`src/rtl/demux4_pkg.sv`:
```
// Shared constants for the 1-to-4 stream demultiplexer: lane selects,
// lane state encoding and the select-to-one-hot decode.
package demux4_pkg;

    localparam int NUM_LANES = 4;

    localparam logic [1:0] LANE0 = 2'b00;
    localparam logic [1:0] LANE1 = 2'b01;
    localparam logic [1:0] LANE2 = 2'b10;
    localparam logic [1:0] LANE3 = 2'b11;

    localparam logic LANE_EMPTY = 1'b0;
    localparam logic LANE_FULL  = 1'b1;

    // Unknown selects decode to no lane so an idle X never reaches a lane.
    function automatic logic [NUM_LANES-1:0] lane_onehot(input logic [1:0] sel);
        case (sel)
            LANE0:   return 4'b0001;
            LANE1:   return 4'b0010;
            LANE2:   return 4'b0100;
            LANE3:   return 4'b1000;
            default: return 4'b0000;
        endcase
    endfunction

endpackage

```
`src/rtl/demux4_lane.sv`:
```
// One-entry output register for a single demux lane with valid/ready handshake.
// Optional transfer counter is built only when DEMUX4_STATS_EN is defined.
module demux4_lane
    import demux4_pkg::*;
#(
    parameter int WIDTH = 8,
    parameter int CNT_W = 8
) (
    input  logic             clk,
    input  logic             rst_n,
    input  logic             wr,
    input  logic [WIDTH-1:0] wr_data,
    input  logic             ready,
    output logic             valid,
    output logic [WIDTH-1:0] data
`ifdef DEMUX4_STATS_EN
    ,
    output logic [CNT_W-1:0] cnt
`endif
);

    logic state;

    assign valid = (state == LANE_FULL);

    // A write is only issued when the lane is empty or draining, so it always wins.
    always_ff @(posedge clk or negedge rst_n) begin
        if (!rst_n) begin
            state <= LANE_EMPTY;
            data  <= '0;
        end else if (wr) begin
            state <= LANE_FULL;
            data  <= wr_data;
        end else if ((state == LANE_FULL) && ready) begin
            state <= LANE_EMPTY;
        end
    end

`ifdef DEMUX4_STATS_EN
    always_ff @(posedge clk or negedge rst_n) begin
        if (!rst_n) begin
            cnt <= '0;
        end else if (valid && ready) begin
            cnt <= cnt + 1'b1;
        end
    end
`else
    logic unused_cnt_w;
    assign unused_cnt_w = (CNT_W > 0);
`endif

endmodule

```
`src/rtl/demux4_stream.sv`:
```
// 1-to-4 registered stream demultiplexer with per-lane back-pressure and broadcast.
// Optional per-lane transfer counters: define DEMUX4_STATS_EN.
module demux4_stream
    import demux4_pkg::*;
#(
    parameter int WIDTH = 8,
    parameter int CNT_W = 8
) (
    input  logic                 clk,
    input  logic                 rst_n,
    input  logic [WIDTH-1:0]     d,
    input  logic [1:0]           s,
    input  logic                 bcast,
    input  logic                 in_valid,
    output logic                 in_ready,
    output logic [WIDTH-1:0]     y0,
    output logic [WIDTH-1:0]     y1,
    output logic [WIDTH-1:0]     y2,
    output logic [WIDTH-1:0]     y3,
    output logic [NUM_LANES-1:0] y_valid,
    input  logic [NUM_LANES-1:0] y_ready
`ifdef DEMUX4_STATS_EN
    ,
    output logic [CNT_W-1:0]     cnt0,
    output logic [CNT_W-1:0]     cnt1,
    output logic [CNT_W-1:0]     cnt2,
    output logic [CNT_W-1:0]     cnt3
`endif
);

    logic [NUM_LANES-1:0] lane_ok;
    logic [NUM_LANES-1:0] sel_hot;
    logic [NUM_LANES-1:0] wr_en;
    logic                 accept;
    logic [WIDTH-1:0]     lane_data [NUM_LANES];
`ifdef DEMUX4_STATS_EN
    logic [CNT_W-1:0]     lane_cnt  [NUM_LANES];
`endif

    // Broadcast is all-or-nothing: it waits until every lane can take the word.
    always_comb begin
        lane_ok  = ~y_valid | y_ready;
        sel_hot  = lane_onehot(s);
        in_ready = bcast ? (&lane_ok) : (|(sel_hot & lane_ok));
        accept   = in_valid & in_ready;
        wr_en    = '0;
        if (accept) begin
            wr_en = bcast ? {NUM_LANES{1'b1}} : sel_hot;
        end
    end

    for (genvar i = 0; i < NUM_LANES; i++) begin : g_lane
        demux4_lane #(
            .WIDTH (WIDTH),
            .CNT_W (CNT_W)
        ) u_lane (
            .clk     (clk),
            .rst_n   (rst_n),
            .wr      (wr_en[i]),
            .wr_data (d),
            .ready   (y_ready[i]),
            .valid   (y_valid[i]),
            .data    (lane_data[i])
`ifdef DEMUX4_STATS_EN
            ,
            .cnt     (lane_cnt[i])
`endif
        );
    end

    assign y0 = lane_data[0];
    assign y1 = lane_data[1];
    assign y2 = lane_data[2];
    assign y3 = lane_data[3];

`ifdef DEMUX4_STATS_EN
    assign cnt0 = lane_cnt[0];
    assign cnt1 = lane_cnt[1];
    assign cnt2 = lane_cnt[2];
    assign cnt3 = lane_cnt[3];
`endif

endmodule

```
`config.mk`:
```
export PLATFORM = sky130hd
export DESIGN_NAME = demux4_stream
export DESIGN_NICKNAME = d
export VERILOG_FILES = /design/src/rtl/demux4_pkg.sv /design/src/rtl/demux4_lane.sv /design/src/rtl/demux4_stream.sv
export SDC_FILE = /design/constraint.sdc
export NUM_CORES = 1
export LEC_CHECK = 0
export CAP_MARGIN = 0
export CORE_ASPECT_RATIO = 2
export CORE_MARGIN = 1.5
export CORE_UTILIZATION = 40
export DETAILED_ROUTE_END_ITERATION = 10
export PLACE_DENSITY = 0.72
export SLEW_MARGIN = 0
export SYNTH_ARGS = -nofsm -noshare
export SYNTH_HDL_FRONTEND = slang
export SYNTH_SLANG_ARGS = --single-unit
```
`constraint.sdc`:
```
create_clock -name clk -period 2.92 [get_ports clk]
set_input_delay 0.292 -clock clk [delete_from_list [all_inputs] [get_ports clk]]
set_output_delay 0.292 -clock clk [all_outputs]
set_load 0.1 [all_outputs]
```
==> summary.md, run 1 <==
| Metric | Value |
|---|---|
| Placed insts | `221` |
| Synth top cells by count | `dfrtp_1, nand2_1, mux2_4` |
| Synth-to-Final Area Change | `35.3%` |
| Synth Net Count | `138` |
| Critical-path top delay cell | `clkdlybuf4s50_1` |
| Via count | `1149` |
| # H-tree levels | `2` |
| Clock Sinks | `36` |
| Hold Vio Cnt, Final | `0` |
| Leading area contributor after synthesis | `dfrtp_1` |
| Synth top area cells | `dfrtp_1, mux2_4, mux2_2` |
| Max Clk Rate | `457 MHz` |
| CTS tree | `built` |
| Sequential share of the synthesized area | `55.7%` |
| DRT antenna net count | `0` |
| Die area | `4450 um2` |
| Crit path kind | `in -> out` |
| First-pass GRT wire length | `5840 um` |
| 1st-pass router iterations | `4` |
| Top-count cell post-synth | `dfrtp_1` |
| Met3 Wirelength | `146 um` |
| Worst hold path class | `in -> async` |
| CP Launch Type | `input port` |
| CTS Buf Count | `5` |
| Netlist Area Pre-Place | `1620 um2` |
| CTS Buffer Depth | `2` |
| Post-synthesis cell count | `120` |
| Root Buffer | `clkbuf_8` |
| Post-cts resize count | `0` |
| Largest net degree at the start of global routing | `37` |
| Num ports | `55` |
| Buffer and inverter count on the worst path | `3` |
| Ys async rst share | `100%` |
| Final setup fails | `0` |
| Top-area cell type share of the netlist area | `55.7%` |
| PortBufs | `54` |
| Final nets | `195` |
| GRT Util Overall | `18.7%` |
| Worst Path Arrival | `1900 ps` |
| Die span in y | `92.9 um` |
| Worst stage delay on the critical path | `450 ps` |
| Critical Path Fanout Max | `7` |
| Post-Route WL | `3800 um` |
| Row count | `32` |
| Wire per inst | `16.7 um` |
| Dominant synthesized flop cell | `dfrtp_1` |
| Slew Limit Fails | `0` |
| Via/cell ratio | `5.04` |
| RSZ-0062 raised after global routing | `false` |
| Initial Util | `42.1%` |
| #FFs+latches synth | `36` |
| Final period utilization | `75.0%` |
| Slew HR | `47.2%` |
| Met2 routed WL | `2100 um` |
| Initial antenna violation count | `0` |
| Uppermost layer routed | `met4` |
| Core area | `3840 um2` |
| GPL Wtd Cong | `0.884` |
| GRT overflow | `0` |
| Clock Latency Late Sink | `280 ps` |
| Die W | `48.0 um` |
| Number of global-route vias before repair | `1181` |
| Worst slew pin tran | `792 ps` |
| Post-CTS Setup Bufs | `0` |
| Initial drt markers | `20` |
| DP HPWL | `2850 um` |
| Critical path's top delay family | `buffers and inverters` |
| Data required time at the worst endpoint | `2630 ps` |
| Worst clock skew | `7.87 ps` |
| Synth warn | `0` |
| Worst-path cell chain | `clkdlybuf4s50_1, nand2b_1, buf_4, mux2i_1, o21ai_0, o2bb2ai_1, buf_12` |
| Hold-fix buffer count after cts | `0` |
| Synth Area per Inst | `13.5 um2` |
| Outcome | `complete, no violations` |
| Met1 wire length | `1490 um` |
| Share of layout cells above drive strength 1 | `44.1%` |
| Drt drc | `0` |
| Clock-pin slew on the worst setup and hold paths | `70 ps` |
| Fin Setup TNS | `0 ps` |
| Distinct cells, synth | `24` |
| Diodes inserted | `0` |
| Tmin final | `2190 ps` |
| EDFF count, synth | `0` |
| Worst setup EP type | `output port` |
| Maxcap violations | `0` |
| Non-filler cells, final | `228` |
cell families (layout without fill, tap and decap cells):
family                 count (synthesis)  after routing  synth area share (%)
buffers and inverters                  8             65                  2.79
and+or+nand+nor                       36             36                  12.0
DFF                                   36             36                  55.7
AOI/OAI and AO/OA                     15             15                  8.44
muxes                                 25             25                  21.1
worst register-to-register path, delay by kind of cell, from the launching register on:
kind	cells	cell delay, ps
AOI/OAI and AO/OA	1	500
and+or+nand+nor	2	510
DFF	1	370
muxes	1	350
state kept, by name (all words and copies together), names as in the netlist:
| register | flops |
|---|---|
| g_lane.u_lane.data | 32 |
| g_lane.u_lane.valid | 4 |
worst paths after layout:
| check | start | endpoint | slack, ps | cells past startpoint |
|---|---|---|---|---|
| max in group asynchronous | rst_n | g_lane[3].u_lane.data[5] | 2320 | 1 |
| worst min-delay path | rst_n | g_lane[2].u_lane.data[7] | 90 | 1 |
| worst max register to register | g_lane[0].u_lane.valid | g_lane[2].u_lane.data[4] | 1070 | 4 |
| worst min register to register | g_lane[2].u_lane.data[2] | g_lane[2].u_lane.data[2] | 520 | 1 |
| min in group clk | g_lane[2].u_lane.data[2] | g_lane[2].u_lane.data[2] | 520 | 1 |
| worst max-delay path | y_ready[0] | in_ready | 730 | 7 |
cell type report:
type                    instances  area [um2]
well taps                      51        63.8
fillers                       350        1660
multi-input cells              76         671
clock inverters                 1        5.00
flip-flops and latches         36         901
clock buffers                   6        72.6
repair buffers                 55         463
inverters                       3        11.3
layer usage:
metal | up-vias | track usage, %
met5 | - | 0
met4 | 0 | 7.66
met3 | 5 | 3.51
met2 | 40 | 30.8
met1 | 571 | 22.5
li1 | 533 | -
layout by cell type (no fill, tap or decap), types with 2 or more instances in the layout:
cell and count:
buf_4 37, clkbuf_8 5, clkdlybuf4s50_1 16, dfrtp_1 36, inv_1 3, mux2_2 8
mux2_4 16, nand2_1 19, nand2b_1 4, nand2b_2 2, nand3_1 5, o21ai_0 2
o22ai_1 8
stage by stage:
stage               worst slack (ps)  utilization, %  area (um2)  hold WS, ps
floorplan                        458               -        1620        -3.59
global placement                 716            54.9        2110          395
detailed placement               660            54.9        2110          414
CTS                              717            56.9        2190          104
global route                     626            56.9        2190          158
finish                           730            56.9        2190         90.5
Power of run 1 is not shown: default switching activity piles up to over one toggle a cycle in this logic, so the estimate is an artifact.
==> run 2: changes to the inputs <==
--- a/config.mk
+++ b/config.mk
@@ -10,7 +10,7 @@
 export CORE_MARGIN = 1.5
 export CORE_UTILIZATION = 40
 export DETAILED_ROUTE_END_ITERATION = 10
-export PLACE_DENSITY = 0.72
+export PLACE_DENSITY = 0.75
 export SLEW_MARGIN = 0
 export SYNTH_ARGS = -nofsm -noshare
 export SYNTH_HDL_FRONTEND = slang
==> constraint.sdc (replaced) <==
create_clock -name clk -period 1.8 [get_ports clk]
set_input_delay 0.18 -clock clk [delete_from_list [all_inputs] [get_ports clk]]
set_output_delay 0.18 -clock clk [all_outputs]
set_load 0.1 [all_outputs]
==> run 2 against run 1 <==
Die area did not move; worst setup slack worse by 650 ps; count of clock-buffer cells in the layout down 1; design area increased by 7.8%; utilization is 4.5 points higher; register-to-register slack worse by 980 ps; critical path type is now reg -> out; non-clock buffer count is 13 higher; routed wire length rose by 3.9%; critical path depth fell by 1; highest routed layer unchanged.
==> summary.md, run 2 (synthesis gave the netlist of run 1 again) <==
| Metric | Value |
|---|---|
| Via/cell ratio | `5.00` |
| Critical-path top delay cell | `dfrtp_1` |
| Final setup fails | `0` |
| Worst setup EP type | `output port` |
| PortBufs | `54` |
| Largest net degree at the start of global routing | `37` |
| Initial antenna violation count | `0` |
| GRT overflow | `0` |
| Fin Setup TNS | `0 ps` |
| GRT Util Overall | `20.0%` |
| Die span in y | `92.9 um` |
| Crit path launch | `g_lane[0].u_lane.valid` |
| Max Clk Rate | `580 MHz` |
| Worst hold path class | `in -> async` |
| Crit path kind | `reg -> out` |
| Critical Path Fanout Max | `3` |
| Hold Vio Cnt, Final | `0` |
| Worst slew pin tran | `792 ps` |
| Core area | `3840 um2` |
| CTS Buffer Depth | `2` |
| Num ports | `55` |
| Initial drt markers | `12` |
| Via count | `1211` |
| Row count | `32` |
| Final core occ | `61.4%` |
| # H-tree levels | `2` |
| Worst Reg2Reg Path Length in Cells | `5` |
| CP Launch Type | `flip-flop` |
| Largest Register | `g_lane.u_lane.data` |
| DRT antenna net count | `0` |
| Tmin final | `1720 ps` |
| CTS Buf Count | `5` |
| Maxcap violations | `0` |
| Slew Limit Fails | `0` |
| Worst Path Arrival | `1540 ps` |
| Post-Route WL | `3950 um` |
| Number of global-route vias before repair | `1319` |
| Data required time at the worst endpoint | `1620 ps` |
| Worst clock skew | `5.97 ps` |
| Final nets | `208` |
| Initial Util | `42.1%` |
| CTS tree | `built` |
| DP HPWL | `2860 um` |
| Diodes inserted | `0` |
| Die W | `48.0 um` |
| Pre-CTS setup slack | `-143 ps` |
| Final period utilization | `95.8%` |
| Max reg flops | `32` |
| Die area | `4450 um2` |
| Worst stage delay on the critical path | `390 ps` |
| Outcome | `complete, no violations` |
| Worst-path cell chain | `nand2b_1, buf_6, mux2i_1, o21ai_2, o2bb2ai_4, buf_12` |
| Fillcell total | `325` |
| Worst reg2reg path endpoint | `g_lane[1].u_lane.data[0]` |
| R2R setup slack | `90 ps` |
| GPL Wtd Cong | `0.740` |
| Slew HR | `47.2%` |
| Synth-to-Final Area Change | `45.9%` |
| Clock Sinks | `36` |
| Most frequent cells in the layout | `buf_4, dfrtp_1, nand2_1, mux2_4, clkdlybuf4s50_1` |
| Drt drc | `0` |
| Wire per inst | `16.3 um` |
| First-pass GRT wire length | `6330 um` |
| Most common cell after layout, fill and taps aside | `buf_4` |
| 1st-pass router iterations | `4` |
| Clock-pin slew on the worst setup and hold paths | `70 ps` |
| Setup WS post-layout | `76.3 ps` |
| Root Buffer | `clkbuf_8` |
| Clock Latency Late Sink | `290 ps` |
| Setup crit end | `in_ready` |
| Reg-to-reg startpoint | `g_lane[0].u_lane.valid` |
| Share of layout cells above drive strength 1 | `49.2%` |
-- run 2: changes by cell type in the layout (fill, tap and decap cells not counted), sizes merged --
cell,before,now
clkinv,1,3
clkbuf,6,5
buf,39,51
clkdlybuf4s50,16,15
dlygate4sd3,0,1
dlygate4sd2,0,1
-- run 2: cell type report --
type	count	area (um2)	share of cell area (%)
clock buffer	5	68.8	2.92
clock inverter	3	18.8	0.796
inverter	3	11.3	0.477
multi-input combinational	76	704	29.9
sequential	36	901	38.2
tap	51	63.8	2.71
timing repair buffer	68	591	25.0
-- run 2: worst max-delay path: cells and delay by family, from the launching register on --
family	cells	cell delay, ps
flops	1	390
compound gates	2	320
mux	1	100
simple gates	1	120
buf+inv	2	320
-- run 2: worst min-delay path by stage --
stage	slack (ps)	cells after the start	endpoint	startpoint
6_report	510	2	g_lane[2].u_lane.data[1]	rst_n
5_1_grt	530	1	g_lane[2].u_lane.data[4]	g_lane[2].u_lane.data[4]
4_1_cts	520	1	g_lane[2].u_lane.data[4]	g_lane[2].u_lane.data[4]
3_5_place_dp	300	1	g_lane[2].u_lane.data[1]	rst_n
3_3_place_gp	280	1	g_lane[2].u_lane.data[1]	rst_n
2_1_floorplan	-120	0	g_lane[0].u_lane.data[0]	rst_n
-- run 2: metrics by stage --
stage / cells / cell area, um2 / hold slack [ps]
3_3_place_gp: 232 / 2220 / 280
2_1_floorplan: 120 / 1620 / -116
3_5_place_dp: 232 / 2220 / 301
4_1_cts: 242 / 2340 / 518
6_report: 242 / 2360 / 506
5_1_grt: 242 / 2360 / 534
-- run 2: routing by layer --
metal / global-route usage [%] / wire [um] / up-vias
met5: 0 / 0 / -
met3: 4.29 / 141 / 6
met2: 34.0 / 2250 / 41
li1: - / - / 558
met4: 7.66 / 68 / 0
met1: 22.9 / 1490 / 606
-- run 2: timing repair --
action,CTS,global route
pin swaps,0,1
resized for setup,2,4
endpoints found under the hold margin,36,0
endpoints found under the setup margin,1,1
setup buffers,1,1
hold buffers,1,0
Power of run 2 is left out for the same reason.
